--- src/rtl/mc_ctrl_pkg.sv ---
// Shared definitions for the multi-cycle MIPS control FSM: state encoding,
// opcode constants, and the ALU / PC mux select encodings.
package mc_ctrl_pkg;

    typedef enum logic [3:0] {
        ST_IDLE     = 4'd0,
        ST_FETCH    = 4'd1,
        ST_DECODE   = 4'd2,
        ST_MEM_ADDR = 4'd3,
        ST_MEM_RD   = 4'd4,
        ST_WB_MEM   = 4'd5,
        ST_MEM_WR   = 4'd6,
        ST_R_EXEC   = 4'd7,
        ST_R_WB     = 4'd8,
        ST_BRANCH   = 4'd9,
        ST_JUMP     = 4'd10,
        ST_I_EXEC   = 4'd11,
        ST_I_WB     = 4'd12,
        ST_ERROR    = 4'd13
    } state_t;

    localparam logic [5:0] OP_RTYPE = 6'b000000;
    localparam logic [5:0] OP_LW    = 6'b100011;
    localparam logic [5:0] OP_SW    = 6'b101011;
    localparam logic [5:0] OP_BEQ   = 6'b000100;
    localparam logic [5:0] OP_J     = 6'b000010;
    localparam logic [5:0] OP_ADDI  = 6'b001000;
    localparam logic [5:0] OP_ANDI  = 6'b001100;

    typedef enum logic [1:0] {
        ALU_ADD   = 2'b00,
        ALU_SUB   = 2'b01,
        ALU_FUNCT = 2'b10,
        ALU_AND   = 2'b11
    } alu_op_t;

    typedef enum logic [1:0] {
        SRCB_B      = 2'b00,
        SRCB_FOUR   = 2'b01,
        SRCB_IMM    = 2'b10,
        SRCB_IMM_SH = 2'b11
    } alu_src_b_t;

    typedef enum logic [1:0] {
        PC_ALU    = 2'b00,
        PC_ALUOUT = 2'b01,
        PC_JUMP   = 2'b10
    } pc_source_t;

    // True when the opcode is one this controller knows how to sequence.
    function automatic logic op_legal(input logic [5:0] op, input logic has_imm);
        logic ok;
        ok = 1'b0;
        case (op)
            OP_RTYPE, OP_LW, OP_SW, OP_BEQ, OP_J: ok = 1'b1;
            OP_ADDI, OP_ANDI:                     ok = has_imm;
            default:                              ok = 1'b0;
        endcase
        return ok;
    endfunction

endpackage

--- src/rtl/mc_control_mem_wait_timer.sv ---
// Counts consecutive unready cycles of a memory access and flags the cycle
// on which the tolerated number of waits runs out. One instance serves the
// fetch, load and store states since only one access is ever in flight.
module mem_wait_timer #(
    parameter int TIMEOUT = 16
) (
    input  logic clk,
    input  logic rst_n,
    input  logic clear,
    input  logic active,
    input  logic ready,
    output logic expire
);
    import mc_ctrl_pkg::*;

    localparam int CW = (TIMEOUT > 2) ? $clog2(TIMEOUT) : 1;
    localparam logic [CW-1:0] LAST = (TIMEOUT > 0) ? CW'(TIMEOUT - 1) : '0;

    logic [CW-1:0] count;

    // Wait counter: restarts on entry to a memory state, saturates so a
    // disabled timeout never wraps back into a misleading small value.
    always_ff @(posedge clk or negedge rst_n) begin
        if (!rst_n) begin
            count <= '0;
        end else if (clear) begin
            count <= '0;
        end else if (active && !ready && (count != '1)) begin
            count <= count + CW'(1);
        end
    end

    // Expiry fires on the last tolerated unready cycle; a ready in that same
    // cycle suppresses it so the access completes normally.
    always_comb begin
        expire = (TIMEOUT != 0) && active && !ready && (count == LAST);
    end

endmodule

--- src/rtl/mc_control.sv ---
// Multi-cycle main control: a Moore FSM that walks each MIPS instruction
// through fetch/decode/execute/memory/writeback, stalls on the cache ready
// handshake, traps a dead memory into ERROR, and counts retirements.
module mc_control #(
    parameter int HAS_IMM = 1,
    parameter int TIMEOUT = 16,
    parameter int CNT_W   = 32
) (
    input  logic             clk,
    input  logic             rst_n,
    input  logic [5:0]       opcode,
    input  logic             mem_ready,
    output logic             pc_write,
    output logic             pc_write_cond,
    output logic             i_or_d,
    output logic             mem_read,
    output logic             mem_write,
    output logic             ir_write,
    output logic             mem_to_reg,
    output logic             reg_dst,
    output logic             reg_write,
    output logic             alu_src_a,
    output logic [1:0]       alu_src_b,
    output logic [1:0]       alu_op,
    output logic [1:0]       pc_source,
    output logic             retire,
    output logic [CNT_W-1:0] retire_cnt,
    output logic             illegal,
    output logic             err,
    output logic [3:0]       state
);
    import mc_ctrl_pkg::*;

    localparam logic IMM_EN = (HAS_IMM != 0);

    state_t     cur_state;
    state_t     next_state;
    logic [5:0] op_q;
    logic       wait_active;
    logic       wait_clear;
    logic       wait_expire;

    // State register; reset lands in IDLE so all controls drop at once.
    always_ff @(posedge clk or negedge rst_n) begin
        if (!rst_n) begin
            cur_state <= ST_IDLE;
        end else begin
            cur_state <= next_state;
        end
    end

    // Opcode is captured in DECODE so later steps do not depend on IR timing.
    always_ff @(posedge clk or negedge rst_n) begin
        if (!rst_n) begin
            op_q <= '0;
        end else if (cur_state == ST_DECODE) begin
            op_q <= opcode;
        end
    end

    // Retirement counter, wrapping naturally at its width.
    always_ff @(posedge clk or negedge rst_n) begin
        if (!rst_n) begin
            retire_cnt <= '0;
        end else if (retire) begin
            retire_cnt <= retire_cnt + CNT_W'(1);
        end
    end

    // Memory states share one wait timer; it restarts only when a memory
    // state is newly entered, not while stalling inside one.
    always_comb begin
        wait_active = (cur_state == ST_FETCH) || (cur_state == ST_MEM_RD) ||
                      (cur_state == ST_MEM_WR);
        wait_clear  = ((next_state == ST_FETCH) || (next_state == ST_MEM_RD) ||
                       (next_state == ST_MEM_WR)) && (next_state != cur_state);
    end

    mem_wait_timer #(
        .TIMEOUT (TIMEOUT)
    ) u_wait (
        .clk    (clk),
        .rst_n  (rst_n),
        .clear  (wait_clear),
        .active (wait_active),
        .ready  (mem_ready),
        .expire (wait_expire)
    );

    // Next-state and Moore control decode; mem_ready only gates the
    // fetch/store completion strobes.
    always_comb begin
        next_state    = cur_state;
        pc_write      = 1'b0;
        pc_write_cond = 1'b0;
        i_or_d        = 1'b0;
        mem_read      = 1'b0;
        mem_write     = 1'b0;
        ir_write      = 1'b0;
        mem_to_reg    = 1'b0;
        reg_dst       = 1'b0;
        reg_write     = 1'b0;
        alu_src_a     = 1'b0;
        alu_src_b     = SRCB_B;
        alu_op        = ALU_ADD;
        pc_source     = PC_ALU;
        retire        = 1'b0;
        err           = 1'b0;

        case (cur_state)
            ST_IDLE: begin
                next_state = ST_FETCH;
            end
            ST_FETCH: begin
                mem_read  = 1'b1;
                alu_src_b = SRCB_FOUR;
                ir_write  = mem_ready;
                pc_write  = mem_ready;
                if (mem_ready) begin
                    next_state = ST_DECODE;
                end else if (wait_expire) begin
                    next_state = ST_ERROR;
                end
            end
            ST_DECODE: begin
                alu_src_b = SRCB_IMM_SH;
                case (opcode)
                    OP_RTYPE:         next_state = ST_R_EXEC;
                    OP_LW, OP_SW:     next_state = ST_MEM_ADDR;
                    OP_BEQ:           next_state = ST_BRANCH;
                    OP_J:             next_state = ST_JUMP;
                    OP_ADDI, OP_ANDI: next_state = IMM_EN ? ST_I_EXEC : ST_FETCH;
                    default:          next_state = ST_FETCH;
                endcase
            end
            ST_MEM_ADDR: begin
                alu_src_a  = 1'b1;
                alu_src_b  = SRCB_IMM;
                next_state = (op_q == OP_SW) ? ST_MEM_WR : ST_MEM_RD;
            end
            ST_MEM_RD: begin
                mem_read = 1'b1;
                i_or_d   = 1'b1;
                if (mem_ready) begin
                    next_state = ST_WB_MEM;
                end else if (wait_expire) begin
                    next_state = ST_ERROR;
                end
            end
            ST_WB_MEM: begin
                reg_write  = 1'b1;
                mem_to_reg = 1'b1;
                retire     = 1'b1;
                next_state = ST_FETCH;
            end
            ST_MEM_WR: begin
                mem_write = 1'b1;
                i_or_d    = 1'b1;
                retire    = mem_ready;
                if (mem_ready) begin
                    next_state = ST_FETCH;
                end else if (wait_expire) begin
                    next_state = ST_ERROR;
                end
            end
            ST_R_EXEC: begin
                alu_src_a  = 1'b1;
                alu_op     = ALU_FUNCT;
                next_state = ST_R_WB;
            end
            ST_R_WB: begin
                reg_write  = 1'b1;
                reg_dst    = 1'b1;
                retire     = 1'b1;
                next_state = ST_FETCH;
            end
            ST_BRANCH: begin
                alu_src_a     = 1'b1;
                alu_op        = ALU_SUB;
                pc_write_cond = 1'b1;
                pc_source     = PC_ALUOUT;
                retire        = 1'b1;
                next_state    = ST_FETCH;
            end
            ST_JUMP: begin
                pc_write   = 1'b1;
                pc_source  = PC_JUMP;
                retire     = 1'b1;
                next_state = ST_FETCH;
            end
            ST_I_EXEC: begin
                alu_src_a  = 1'b1;
                alu_src_b  = SRCB_IMM;
                alu_op     = (op_q == OP_ANDI) ? ALU_AND : ALU_ADD;
                next_state = ST_I_WB;
            end
            ST_I_WB: begin
                reg_write  = 1'b1;
                retire     = 1'b1;
                next_state = ST_FETCH;
            end
            ST_ERROR: begin
                err = 1'b1;
            end
            default: begin
                next_state = ST_IDLE;
            end
        endcase
    end

    // Illegal-opcode flag looks at the live opcode while decoding.
    always_comb begin
        illegal = (cur_state == ST_DECODE) && !op_legal(opcode, IMM_EN);
    end

    assign state = cur_state;

endmodule

--- config.mk ---
export PLATFORM = sky130hd
export DESIGN_NAME = mc_control
export DESIGN_NICKNAME = d
export VERILOG_FILES = /design/src/rtl/mc_ctrl_pkg.sv /design/src/rtl/mc_control_mem_wait_timer.sv /design/src/rtl/mc_control.sv
export SDC_FILE = /design/constraint.sdc
export NUM_CORES = 1
export LEC_CHECK = 0
export ABC_AREA = 1
export CORE_UTILIZATION = 30
export CTS_CLUSTER_SIZE = 20
export DETAILED_ROUTE_END_ITERATION = 12
export HOLD_SLACK_MARGIN = 0.03
export PLACE_DENSITY = 0.5
export SYNTH_ARGS = -nofsm -noshare
export SYNTH_HDL_FRONTEND = slang
export SYNTH_HIERARCHICAL = 1
export SYNTH_SLANG_ARGS = --single-unit
--- constraint.sdc ---
create_clock -name clk -period 4.3 [get_ports clk]
set_clock_uncertainty 0.15 [all_clocks]
set_input_delay 0.86 -clock clk [delete_from_list [all_inputs] [get_ports clk]]
set_output_delay 0.86 -clock clk [all_outputs]
set_load 0.05 [all_outputs]
# --- Word level (Yosys, flattened, before mapping) ---
# Index checks and enable logic that the tools add are counted.
classes:
  addsub: 2
  n_eq_ne: 27
  n_mux: 26
  reduce_logical: 24
ops:
  columns: ["cell", "count"]
  rows:
  - ["$pmux W4 S9", 1]
  - ["$add A32 B1 Y32 const B", 1]
  - ["$eq A4 B4 Y1 const B", 7]
  - ["$eq A4 B3 Y1 const B", 6]
  - ["$mux W4", 6]
  - ["$pmux W4 S5", 1]
  - ["$eq A6 B4 Y1 const B", 3]
  - ["$eq A6 B6 Y1 const B", 3]
  - ["$pmux W2 S3", 2]
  - ["$mux W1", 11]
  - ["$reduce_or A2 Y1", 5]
  - ["$eq A4 B1 Y1 const B", 2]
  - ["$eq A4 B2 Y1 const B", 2]
  - ["$reduce_or A7 Y1", 1]
  - ["$eq A6 B2 Y1 const B", 1]
  - ["$eq A6 B3 Y1 const B", 1]
  - ["$logic_not A6 Y1", 1]
  - ["$reduce_or A6 Y1", 1]
  - ["$logic_and A1 B1 Y1", 5]
  - ["$reduce_or A5 Y1", 1]
  - ["$add A4 B1 Y4 const B", 1]
  - ["$logic_not A4 Y1", 1]
  - ["$logic_or A1 B1 Y1", 4]
  - ["$mux W2", 2]
  - ["8 further kinds", 10]
word_totals:
  register_bits: 46
  output_inout_bits: 55
  elab_cells: 83

# --- Longest topological paths before layout ---
depth:
  ltp_word: 13
  depth_mapped: 22

# --- Cells and area by module ---
# The synthesis kept the hierarchy.
modules_own_cells:
  columns: ["module", "instances", "cells_each", "area_per_inst_um2", "seq_area_each_um2"]
  rows:
  - ["mc_control", 1, 394, 2740.1, 1051.0]
  - ["mem_wait_timer", 1, 32, 236.5, 100.1]

# --- Worst setup path after synthesis ---
# Ideal clock, no wire load.
synth_path:
  path_type: "register -> output"
  start: "register cur_state[1], in the netlist state[1]"
  end: "output port illegal"
  arrival_ps: 2265
  required_ps: 3290
  slack_ps: 1025
  path_stages_with_launch: 6
  n_path_buf: 1
  path_cell_list: "dfrtp_1 inv_2 nor2_2 nand2_1 buf_4 nor3_1"
synth_via:
  elab_chain_cells: 2
synth_lines:
  columns: ["element", "line_no", "text"]
  rows:
  - ["from (decl)", "mc_control.sv:36", "state_t cur_state;"]
  - ["from (signal assigned)", "mc_control.sv:48", "cur_state <= next_state;"]
  - ["$eq A4 B2 Y1", "mc_control.sv:213", "illegal = (cur_state == ST_DECODE) && !op_legal(opcode, IMM_EN);"]
  - ["$logic_and A1 B1 Y1", "mc_control.sv:213", null]
  - ["to (decl)", "mc_control.sv:28", "output logic illegal,"]
# Every way passes these cells.

# --- Final worst setup path ---
layout_path:
  start: "input port opcode[0]"
  end: "output port illegal"
layout_via:
  elab_chain_cells: 5
  word_cells_on_any_way: 11
  classes_between: "6 x eq/ne; 1 x mux; 4 x reduce/logical"
layout_lines:
  columns: ["element", "line_no", "text"]
  rows:
  - ["from (decl)", "mc_control.sv:11", "input logic [5:0] opcode,"]
  - ["$eq A6 B4 Y1, or another cell as far along", "mc_ctrl_pkg.sv:54", "case (op)"]
  - ["$reduce_or A7 Y1 (no line) *", null, null]
  - ["$mux W1 *", "mc_ctrl_pkg.sv:54", null]
  - ["$logic_not A1 Y1 *", "mc_control.sv:213", null]
  - ["$logic_and A1 B1 Y1 *", "mc_control.sv:213", null]
# Every way passes the cells marked *; elsewhere a longest branch is shown, timed or not.

==> impl_metrics.yaml <==
status:
  status: "completed"
sta:
  hold_viol: 0
  rsz0062_at_grt: "no"
  period_needed_ns: 3.81
  period_share_pct: 88.6
  max_freq_mhz: 262
  max_slew_margin_pct: 59.1
  finalMaxSlewViolations: 0
  setup_tns_ns: 0
  max_slew.worst_pin.slew_ns: 0.613
  hold_ws_ns: 0.366
  setup_viol: 0
clock_network:
  cts.clk_slew.worst_paths_ns: 0.09
  cts_setup_buffers: 0
  clock-sinks: 46
  clk_latency_ns: 0.30
  numCtsBuffers: 5
  cts_root_buf: "clkbuf_8"
  ctsResizeCount: 0
  ctsHoldBuffers: 0
  htree_levels: 2
  cts_tree: "yes"
  ctsLongestPathBuffers: 2
synth:
  avgSynthCellArea_um2: 6.99
  syn_nets: 437
  synth_area_um2: 2980
  yosysTopAreaCellShare_pct: 38.7
  syn-instance-count: 426
  synth_seq_cells: 46
  synthTopCellsByArea: "dfrtp_1 39%, nand2_1 17%, nor2_1 6.9%, xor2_1 5.3%, inv_1 5.2%"
  synth_area_leader_cell: "dfrtp_1"
  ys_seq_area_share_pct: 38.7
  ys_types: 31
  yosys_warnings: 6
worst_setup_path:
  cp_slowest_cell: "clkdlybuf4s50_1"
  critPathMaxStageDelay_ns: 0.85
  end_kind: "primary output"
  crit_family: "buffers and inverters"
  crit_path_frequent_cell: "clkdlybuf4s50_1"
  cp-start-kind: "input pin"
  crit_arrival_ns: 2.80
  crit_type: "in2out"
  crit_buf_inv: 2
  crit_chain: "clkdlybuf4s50_1 > nor2_1 > nand3_1 > nand4_1 > nor3_1 > clkdlybuf4s50_1"
  critical_path_required_ns: 3.29
  crit_fanout: 4
route:
  post_drt_via_cell_ratio: 4.68
  firstDrtPassIters: 4
  drc: 0
  first_iter_violations: 158
  ant_nets: 0
  via_count: 2911
  wl_um: 8080
  wire_per_inst_um: 13.0
global_route:
  grt_usage_pct: 16.6
  grt_max_degree: 47
  overflow: 0
  antenna_found_initial: 0
  grt_pass1_vias: 2879
  grt_pass1_wl_um: 13600
layout:
  final_util_pct: 40.8
  drive_gt1_share_pct: 7.91
  synthToLayoutAreaGrowth_pct: 29.1
  n_antenna_cell: 0
  fin_area_um2: 3840
  fin_nets: 503
worst_hold_path:
  min_path_type: "reg2reg"
floorplanning:
  die_w_um: 102
  io_pins: 64
  coreArea_um2: 9420
  die_area_um2: 10300
  rows: 35
  start_util_pct: 31.6
  die_height_um: 102
pwr:
  power.density_nw_per_um2: 523
  leakagePower_nw: 1.77
  ir_drop_mv: 0.272
  finalPower_mw: 2.01
place:
  gp_congestion: 0.858
  place_area_um2: 3730
  io_buffers: 63
  hpwl_um: 6180
run:
  cap_viol_max_count: 0
[state kept, by name (all words and copies together), names as in the netlist]
name / cells
u_wait/count: 4
state: 4
op_q: 6
retire_cnt: 32
[cells in the mapped netlist]
master,count
xnor2_1,7
dfrtp_1,46
nor2b_1,1
nand2_1,136
inv_1,41
nor2_4,1
nand4_2,1
xor2_1,18
buf_2,2
nand3_1,25
nand3_2,1
nand2_4,2
nand4_1,14
nor4_1,1
nor3b_1,1
buf_4,3
a21oi_1,5
nand3b_1,2
nand2_2,4
or2_2,1
nor3_1,19
o21ai_0,17
a21oi_2,3
nor2_1,55
buf_6,1
ha_1,2
nor2_2,8
nor3_4,1
o21ai_1,1
o22ai_1,1
inv_2,6
[worst register-to-register path: stages, from the launching register on]
cell and delay [ns]:
dfrtp_1 0.55, inv_2 0.17, nand2_1 0.08, nor2_2 0.13, inv_1 0.10, nand2_2 0.10
inv_1 0.06, nor3_1 0.23, inv_1 0.09, a21oi_1 0.14, nand2_1 0.06, nand2_1 0.07
nor2_1 0.05, nand2_1 0.12, nand3_1 0.09, nand2_1 0.06, nand2_1 0.05, nor2_1 0.23
inv_1 0.14, nand4_1 0.12, nand2_1 0.05
[power breakdown]
part | switching (mW) | total (mW) | leakage [nW] | internal, mW
Clock | 0.157 | 0.329 | 0.0579 | 0.171
Combinational | 0.751 | 1.08 | 1.13 | 0.324
Sequential | 0.0998 | 0.608 | 0.584 | 0.508
[cell families (layout without fill, tap and decap cells)]
family | after synthesis | count (layout) | synth area share (%)
AND/OR/NAND/NOR | 273 | 273 | 40.8
adder cells (fa/ha/maj) | 2 | 2 | 0.841
flip-flops | 46 | 46 | 38.7
XOR/XNOR | 25 | 25 | 7.36
AO/OA/AOI/OAI | 27 | 27 | 4.96
buffers and inverters | 53 | 120 | 7.40
[cells in the final DEF, fill, tap and decap left out, types with 3 or more instances in the layout]
cell type and count:
dfrtp_1 46, inv_1 41, inv_2 6, nand3_1 25, a21oi_1 5, nor3_1 19, o21ai_0 17, nand4_1 14
xnor2_1 7, nor2_2 8, xor2_1 18, nand2_1 136, clkbuf_8 5, nand2_2 4, clkdlybuf4s50_1 62, a21oi_2 3
nor2_1 55
[layer usage]
layer	part of all wire, %	track usage (%)	vias up
met5	0	0	-
met4	0.80	3.01	0
met3	4.1	2.62	8
met2	47	29.3	71
met1	48	21.6	1351
li1	-	-	1481
[worst paths after layout]
path / from / slack, ns / end / depth (start not counted)
worst min register to register: op_q[1] / 0.37 / op_q[1] / 2
worst max register to register: state[3] / 1.36 / u_wait/count[3] / 20
max in group asynchronous: rst_n / 3.09 / retire_cnt[15] / 2
worst min-delay path: op_q[1] / 0.37 / op_q[1] / 2
worst max-delay path: opcode[0] / 0.49 / illegal / 6
min in group asynchronous: rst_n / 0.49 / retire_cnt[3] / 2
[through the flow]
| stage | cells | setup WS, ns |
|---|---|---|
| after detailed placement | 614 | 0.558 |
| final | 622 | 0.489 |
| after floorplan | 426 | 1.02 |
| after global routing | 622 | 0.445 |
| after CTS | 622 | 0.558 |
| after global placement | 614 | 0.627 |
[final cells by class]
class | count | area (um2)
Fill cell | 1000 | 5570
Multi-Input combinational cell | 327 | 1610
Sequential cell | 46 | 1150
Timing Repair Buffer | 65 | 641
Inverter | 47 | 176
Tap cell | 129 | 161
Clock buffer | 5 | 68.8
Clock inverter | 3 | 40.0
Power figures use the tool's default switching activity.
